[config.mk]
export PLATFORM = sky130hd
export DESIGN_NAME = uart_rx_flat
export DESIGN_NICKNAME = d
export VERILOG_FILES = /design/src/rtl/uart_pkg.sv /design/src/rtl/uart_rx_if.sv /design/src/rtl/uart_rx_sync.sv /design/src/rtl/uart_rx.sv /design/src/flat_wrapper.sv
export SDC_FILE = /design/constraint.sdc
export NUM_CORES = 1
export LEC_CHECK = 0
export ABC_AREA = 1
export BUFFER_PORTS_ARGS = -buffer_cell sky130_fd_sc_hd__buf_4
export CORE_ASPECT_RATIO = 0.5
export CORE_MARGIN = 10
export CORE_UTILIZATION = 64
export CTS_BUF_LIST = sky130_fd_sc_hd__clkbuf_16
export CTS_CLUSTER_DIAMETER = 50
export DETAILED_ROUTE_END_ITERATION = 16
export GPL_TIMING_DRIVEN = 1
export PLACE_DENSITY = 0.9
export SLEW_MARGIN = 20
export SYNTH_ARGS = -nofsm -noshare
export SYNTH_HDL_FRONTEND = slang
export SYNTH_SLANG_ARGS = --single-unit
[constraint.sdc]
create_clock -name i_Clk -period 4.4 [get_ports i_Clk]
set_input_delay 0.22 -clock i_Clk [delete_from_list [all_inputs] [get_ports i_Clk]]
set_output_delay 0.22 -clock i_Clk [all_outputs]
set_load 0.02 [all_outputs]
[src/rtl/uart_pkg.sv]
// Shared types and constants for the 8N1 UART receiver.
// Bit period is CYCLES_PER_BIT+1 clocks; no flow control is involved.
package uart_pkg;

    localparam int CYCLES_PER_BIT_DEF = 434;
    localparam int DATA_BITS          = 8;

    typedef enum logic [2:0] {
        IDLE  = 3'd0,
        START = 3'd1,
        DATA  = 3'd2,
        STOP  = 3'd3,
        BREAK = 3'd4
    } state_t;

    function automatic logic maj3(input logic a, input logic b, input logic c);
        return (a & b) | (a & c) | (b & c);
    endfunction

endpackage

[src/rtl/uart_rx_if.sv]
// Serial line in, received byte and status pulses out; no backpressure on this bus.
interface uart_rx_if;
    import uart_pkg::*;

    logic                 i_Rx;
    logic [DATA_BITS-1:0] o_Data;
    logic                 o_fDone;
    logic                 o_fFrameErr;
    logic                 o_fBusy;

    modport master (output i_Rx, input o_Data, o_fDone, o_fFrameErr, o_fBusy);
    modport slave  (input i_Rx, output o_Data, o_fDone, o_fFrameErr, o_fBusy);

endinterface

[src/rtl/uart_rx_sync.sv]
// Two-flop synchroniser for the idle-high serial line; 2-clock latency, resets to 1.
module uart_rx_sync (
    input  logic i_Clk,
    input  logic i_Rst,
    input  logic i_D,
    output logic o_Q
);

    logic r_meta;
    logic r_q;

    always_ff @(posedge i_Clk or posedge i_Rst) begin
        if (i_Rst) begin
            r_meta <= 1'b1;
            r_q    <= 1'b1;
        end else begin
            r_meta <= i_D;
            r_q    <= r_meta;
        end
    end

    assign o_Q = r_q;

endmodule

[src/rtl/uart_rx.sv]
// 8N1 UART receiver, LSB first; done/error pulse HALF_BIT+3+9*P clocks after first low sample, no backpressure.
// Define UART_RX_MAJORITY_EN for 3-sample majority voting at each decision point.
module uart_rx
    import uart_pkg::*;
#(
    parameter int CYCLES_PER_BIT = CYCLES_PER_BIT_DEF,
    parameter int HALF_BIT       = CYCLES_PER_BIT / 2
) (
    input  logic     i_Clk,
    input  logic     i_Rst,
    uart_rx_if.slave bus
);

    localparam logic [15:0] CNT_FULL = 16'(CYCLES_PER_BIT);
    localparam logic [15:0] CNT_HALF = 16'(HALF_BIT);
    localparam int          BW       = $clog2(DATA_BITS);
    localparam logic [BW-1:0] LAST_BIT = BW'(DATA_BITS - 1);

    logic                 w_rx_s;
    logic                 w_sample;
    logic                 w_at_full;
    logic                 w_at_half;
    logic                 w_done_nxt;
    logic                 w_err_nxt;
    logic                 w_shift_en;
    state_t               r_state;
    state_t               w_state_nxt;
    logic [15:0]          r_clk_cnt;
    logic [BW-1:0]        r_bit_cnt;
    logic [DATA_BITS-1:0] r_shift;
    logic [DATA_BITS-1:0] r_data;
    logic                 r_done;
    logic                 r_err;

    uart_rx_sync u_sync (
        .i_Clk (i_Clk),
        .i_Rst (i_Rst),
        .i_D   (bus.i_Rx),
        .o_Q   (w_rx_s)
    );

`ifdef UART_RX_MAJORITY_EN
    // History of the two previous rx_s values: at count N these hold N-1 and N-2.
    logic r_h1;
    logic r_h2;

    always_ff @(posedge i_Clk or posedge i_Rst) begin
        if (i_Rst) begin
            r_h1 <= 1'b1;
            r_h2 <= 1'b1;
        end else begin
            r_h1 <= w_rx_s;
            r_h2 <= r_h1;
        end
    end

    assign w_sample = maj3(r_h2, r_h1, w_rx_s);
`else
    assign w_sample = w_rx_s;
`endif

    assign w_at_full = (r_clk_cnt == CNT_FULL);
    assign w_at_half = (r_clk_cnt == CNT_HALF);

    always_ff @(posedge i_Clk or posedge i_Rst) begin
        if (i_Rst) r_state <= IDLE;
        else       r_state <= w_state_nxt;
    end

    always_comb begin
        w_state_nxt = r_state;
        case (r_state)
            IDLE:    if (!w_rx_s)                            w_state_nxt = START;
            START:   if (w_at_half)                          w_state_nxt = w_sample ? IDLE : DATA;
            DATA:    if (w_at_full && r_bit_cnt == LAST_BIT) w_state_nxt = STOP;
            STOP:    if (w_at_full)                          w_state_nxt = w_sample ? IDLE : BREAK;
            BREAK:   if (w_rx_s)                             w_state_nxt = IDLE;
            default:                                         w_state_nxt = IDLE;
        endcase
    end

    always_comb begin
        w_done_nxt = 1'b0;
        w_err_nxt  = 1'b0;
        w_shift_en = 1'b0;
        case (r_state)
            DATA: w_shift_en = w_at_full;
            STOP: begin
                w_done_nxt = w_at_full &&  w_sample;
                w_err_nxt  = w_at_full && !w_sample;
            end
            default: ;
        endcase
    end

    // Counters restart on every state change so each state times from its own entry.
    always_ff @(posedge i_Clk or posedge i_Rst) begin
        if (i_Rst) begin
            r_clk_cnt <= '0;
            r_bit_cnt <= '0;
            r_shift   <= '0;
            r_data    <= '0;
            r_done    <= 1'b0;
            r_err     <= 1'b0;
        end else begin
            if (w_state_nxt != r_state || w_at_full) r_clk_cnt <= '0;
            else                                     r_clk_cnt <= r_clk_cnt + 16'd1;

            if (w_state_nxt != r_state) r_bit_cnt <= '0;
            else if (w_shift_en)        r_bit_cnt <= r_bit_cnt + 1'b1;

            if (w_shift_en) r_shift <= {w_sample, r_shift[DATA_BITS-1:1]};
            if (w_done_nxt) r_data  <= r_shift;

            r_done <= w_done_nxt;
            r_err  <= w_err_nxt;
        end
    end

    assign bus.o_Data      = r_data;
    assign bus.o_fDone     = r_done;
    assign bus.o_fFrameErr = r_err;
    assign bus.o_fBusy     = (r_state != IDLE);

endmodule

[src/flat_wrapper.sv]
// flat-port wrapper written by rule: the top's interface ports become plain ports
module uart_rx_flat import uart_pkg::*;
#(
    parameter int CYCLES_PER_BIT = CYCLES_PER_BIT_DEF,
    parameter int HALF_BIT       = CYCLES_PER_BIT / 2
)
  (i_Clk, i_Rst, bus_i_Rx, bus_o_Data, bus_o_fDone, bus_o_fFrameErr, bus_o_fBusy);
  uart_rx_if bus_i ();
  input  logic i_Clk;
  input  logic i_Rst;
  input wire logic [$bits(bus_i.i_Rx)-1:0] bus_i_Rx;
  output wire logic [$bits(bus_i.o_Data)-1:0] bus_o_Data;
  output wire logic [$bits(bus_i.o_fDone)-1:0] bus_o_fDone;
  output wire logic [$bits(bus_i.o_fFrameErr)-1:0] bus_o_fFrameErr;
  output wire logic [$bits(bus_i.o_fBusy)-1:0] bus_o_fBusy;
  assign bus_i.i_Rx = bus_i_Rx;
  assign bus_o_Data = bus_i.o_Data;
  assign bus_o_fDone = bus_i.o_fDone;
  assign bus_o_fFrameErr = bus_i.o_fFrameErr;
  assign bus_o_fBusy = bus_i.o_fBusy;
  uart_rx #(.CYCLES_PER_BIT(CYCLES_PER_BIT), .HALF_BIT(HALF_BIT)) u_core (.i_Clk(i_Clk), .i_Rst(i_Rst), .bus(bus_i));
endmodule
==> impl_metrics.tcl <==
set metrics [dict create \
    status "complete, no violations" \
    arrival_ns 2.18 \
    r2r-end "u_core.r_shift[7]" \
    dp_hpwl_um 3050 \
    clk_path_buf_depth 2 \
    muxShareOfSynthArea_pct 0 \
    hp-class "in -> reg" \
    cts_sinks 42 \
    antenna_left 0 \
    layout.cells.non_filler 320 \
    skew_ns 0.00306 \
    drive_above_1_share_pct 26.4 \
    htreeDepth 2 \
    r2r_setup_slack_ns 2.39 \
    die-area_sq_um 6470 \
    n_antenna_cell 0 \
    powerDensity_nw_per_um2 300 \
    num_io_pins 14 \
    worst-setup-path-type "reg -> reg" \
    critPathMaxFanout 18 \
    synth-main-ff-cell "dfrtp_1" \
    slew_violations 0 \
    async_flop_share_pct 100 \
    synth_top_family_by_area "simple AND/OR/NAND/NOR gates" \
    relSlewSlack_pct 60.0 \
    fill_cells 238 \
    final_util_pct 74.6 \
    insertion_delay_ns 0.28 \
    finalSetupViolCount 0 \
    cp-start-kind "flop" \
    synth-compound-area-share_pct 7.01 \
    coreArea_sq_um 3420 \
    rsz0062_at_grt "false" \
    grt_pass1_vias 1736 \
    crit_required_ns 4.57 \
    yosysMostFrequentCell "nand2_1" \
    post_drt_via_cell_ratio 5.16 \
    portBuffers 13 \
    final.setup.tns_ns 0 \
    worst_slew_pin_slew_ns 0.600 \
    die_w_um 104 \
    drtIter0Drc 81 \
    tritoncts "built" \
    firstDrtPassIters 5 \
    cp-end-kind "flop" \
    synth_cell_type_count 29 \
    finalCritPeriodShare_pct 45.7 \
    synth_fp_nets 258 \
    clk_pin_slew_ns 0.06 \
    reg2reg_from "u_core.r_clk_cnt[0]" \
    worstHoldStart "bus_i_Rx" \
    yosys.area_share.simple_pct 30.9 \
    start_util_pct 66.3 \
    ys_top_cells_by_count "nand2_1 (44), dfrtp_1 (40), inv_1 (35)" \
    yosys_register_bits 42 \
    grtUsageTotal_pct 14.5 \
    syn_inst 250 \
    syn_avg_cell_area_sq_um 9.06 \
    synth_area_leader_cell "dfrtp_1" \
    syn2layout_area_growth_pct 12.4 \
    grt_max_degree 43 \
    overflow 0 \
    post_cts_resized 0 \
    post-cts-setup-buffers 0 \
    period_needed_ns 2.01 \
    cts_buffers 5 \
    rows 15 \
    netlist_area_sq_um 2270 \
    vias 1652 \
    drt_wl_total_um 4190 \
    die_y_um 62.1 \
    hold_violations 0 \
    cts_hold_buf 0 \
    synth.area.top_cells "dfrtp_1 (44%), nand2_1 (7.3%), nor2_4 (7.0%)" \
    synth_adder_area_share_pct 2.76 \
    synth-xor-area-share_pct 4.64 \
    wl_per_cell_um 13.1 \
    yosys_warnings 0 \
    total_power_uw 765 \
    netlist.area_leader.share_pct 44.2 \
    antenna_found_initial 0 \
    synth_edf_count 0 \
    hold-path-endpoint "u_core.u_sync.r_meta" \
    min_path_cells 1 \
    grt_pass1_wl_um 7570 \
    peakVddDrop_mv 0.258 \
    holdWs_ns 0.0415 \
    fin_nets 276 \
    cap_violations 0 \
    dp.cells 312 \
    power.leakage_nw 1.16 \
    root_buffer "clkbuf_16" \
    drt_drc_violations_left 0 \
    ys_seq_area_share_pct 46.5 \
    r2r_cells 9 \
    place.gp.congestion 0.918 \
    fmax_ghz 0.497 \
]
## layout by cell type (no fill, tap or decap), drive strengths merged, types with 5 or more instances in the layout
cell type,n
dfrtp,40
xnor2,5
nand3,15
ha,5
nor3,7
clkbuf,5
o21ai,18
inv,40
nand2,51
nor2,47
buf,14
xor2,7
## metal layers
metal	GRT usage [%]	up-vias	routed length, um
met4	7.07	0	54
met2	27.7	46	2150
met3	3.19	9	203
met5	0	-	0
li1	-	809	-
met1	15.7	788	1780
## registers in the layout (all words and copies together), names as in the netlist
signal,cells
u_core.bus.o_Data,8
u_core.r_state,3
u_core.r_bit_cnt,3
u_core.bus.o_fDone,1
u_core.bus.o_fFrameErr,1
u_core.r_clk_cnt,16
u_core.r_shift,8
u_core.u_sync.o_Q,1
u_core.u_sync.r_meta,1
## cells by family after synthesis
kind of cell / count (synthesis)
AOI/OAI and AO/OA: 23
xor gates and xnor gates: 12
adders and majority gates: 5
buffers and inverters: 43
DFF: 42
and+or+nand+nor: 125
## power breakdown
part,switching [mW],total (mW),internal (mW)
Combinational,0.00837,0.0103,0.00197
Sequential,0.00105,0.389,0.388
Clock,0.154,0.366,0.212
Total,0.163,0.765,0.602
## stage by stage
stage	area, sq um	setup slack [ns]
4_1_cts	2550	2.37
6_report	2550	2.39
3_3_place_gp	2400	2.54
2_1_floorplan	2270	2.75
5_1_grt	2550	2.20
3_5_place_dp	2400	2.43
## worst max-delay path, stage by stage, from the launching register on
cell and delay [ns]:
dfrtp_1 0.43, inv_1 0.08, ha_1 0.17, nand3_1 0.12, nor2_4 0.13, nand2_4 0.09, nor2_2 0.48, inv_1 0.19
nor2_1 0.13, a21oi_1 0.06
## worst max path at each step
stage	start	end	slack (ns)	cells after the start
2_1_floorplan	u_core.r_clk_cnt[0]	u_core.r_clk_cnt[12]	2.75	9
3_3_place_gp	u_core.r_clk_cnt[0]	u_core.r_shift[7]	2.54	9
3_5_place_dp	u_core.r_clk_cnt[0]	u_core.r_shift[7]	2.43	9
4_1_cts	u_core.r_clk_cnt[0]	u_core.r_shift[7]	2.37	9
5_1_grt	u_core.r_clk_cnt[0]	u_core.r_shift[7]	2.20	9
6_report	u_core.r_clk_cnt[0]	u_core.r_shift[7]	2.39	9
## cell type report
class | count | area (sq um) | area share (%)
Timing Repair Buffer | 14 | 105 | 4.13
Clock buffer | 5 | 125 | 4.91
Inverter | 40 | 150 | 5.89
Multi-Input combinational cell | 165 | 1030 | 40.3
Sequential cell | 42 | 1050 | 41.4
Clock inverter | 3 | 23.8 | 0.933
Tap cell | 51 | 63.8 | 2.50
Power figures use the tool's default switching activity.
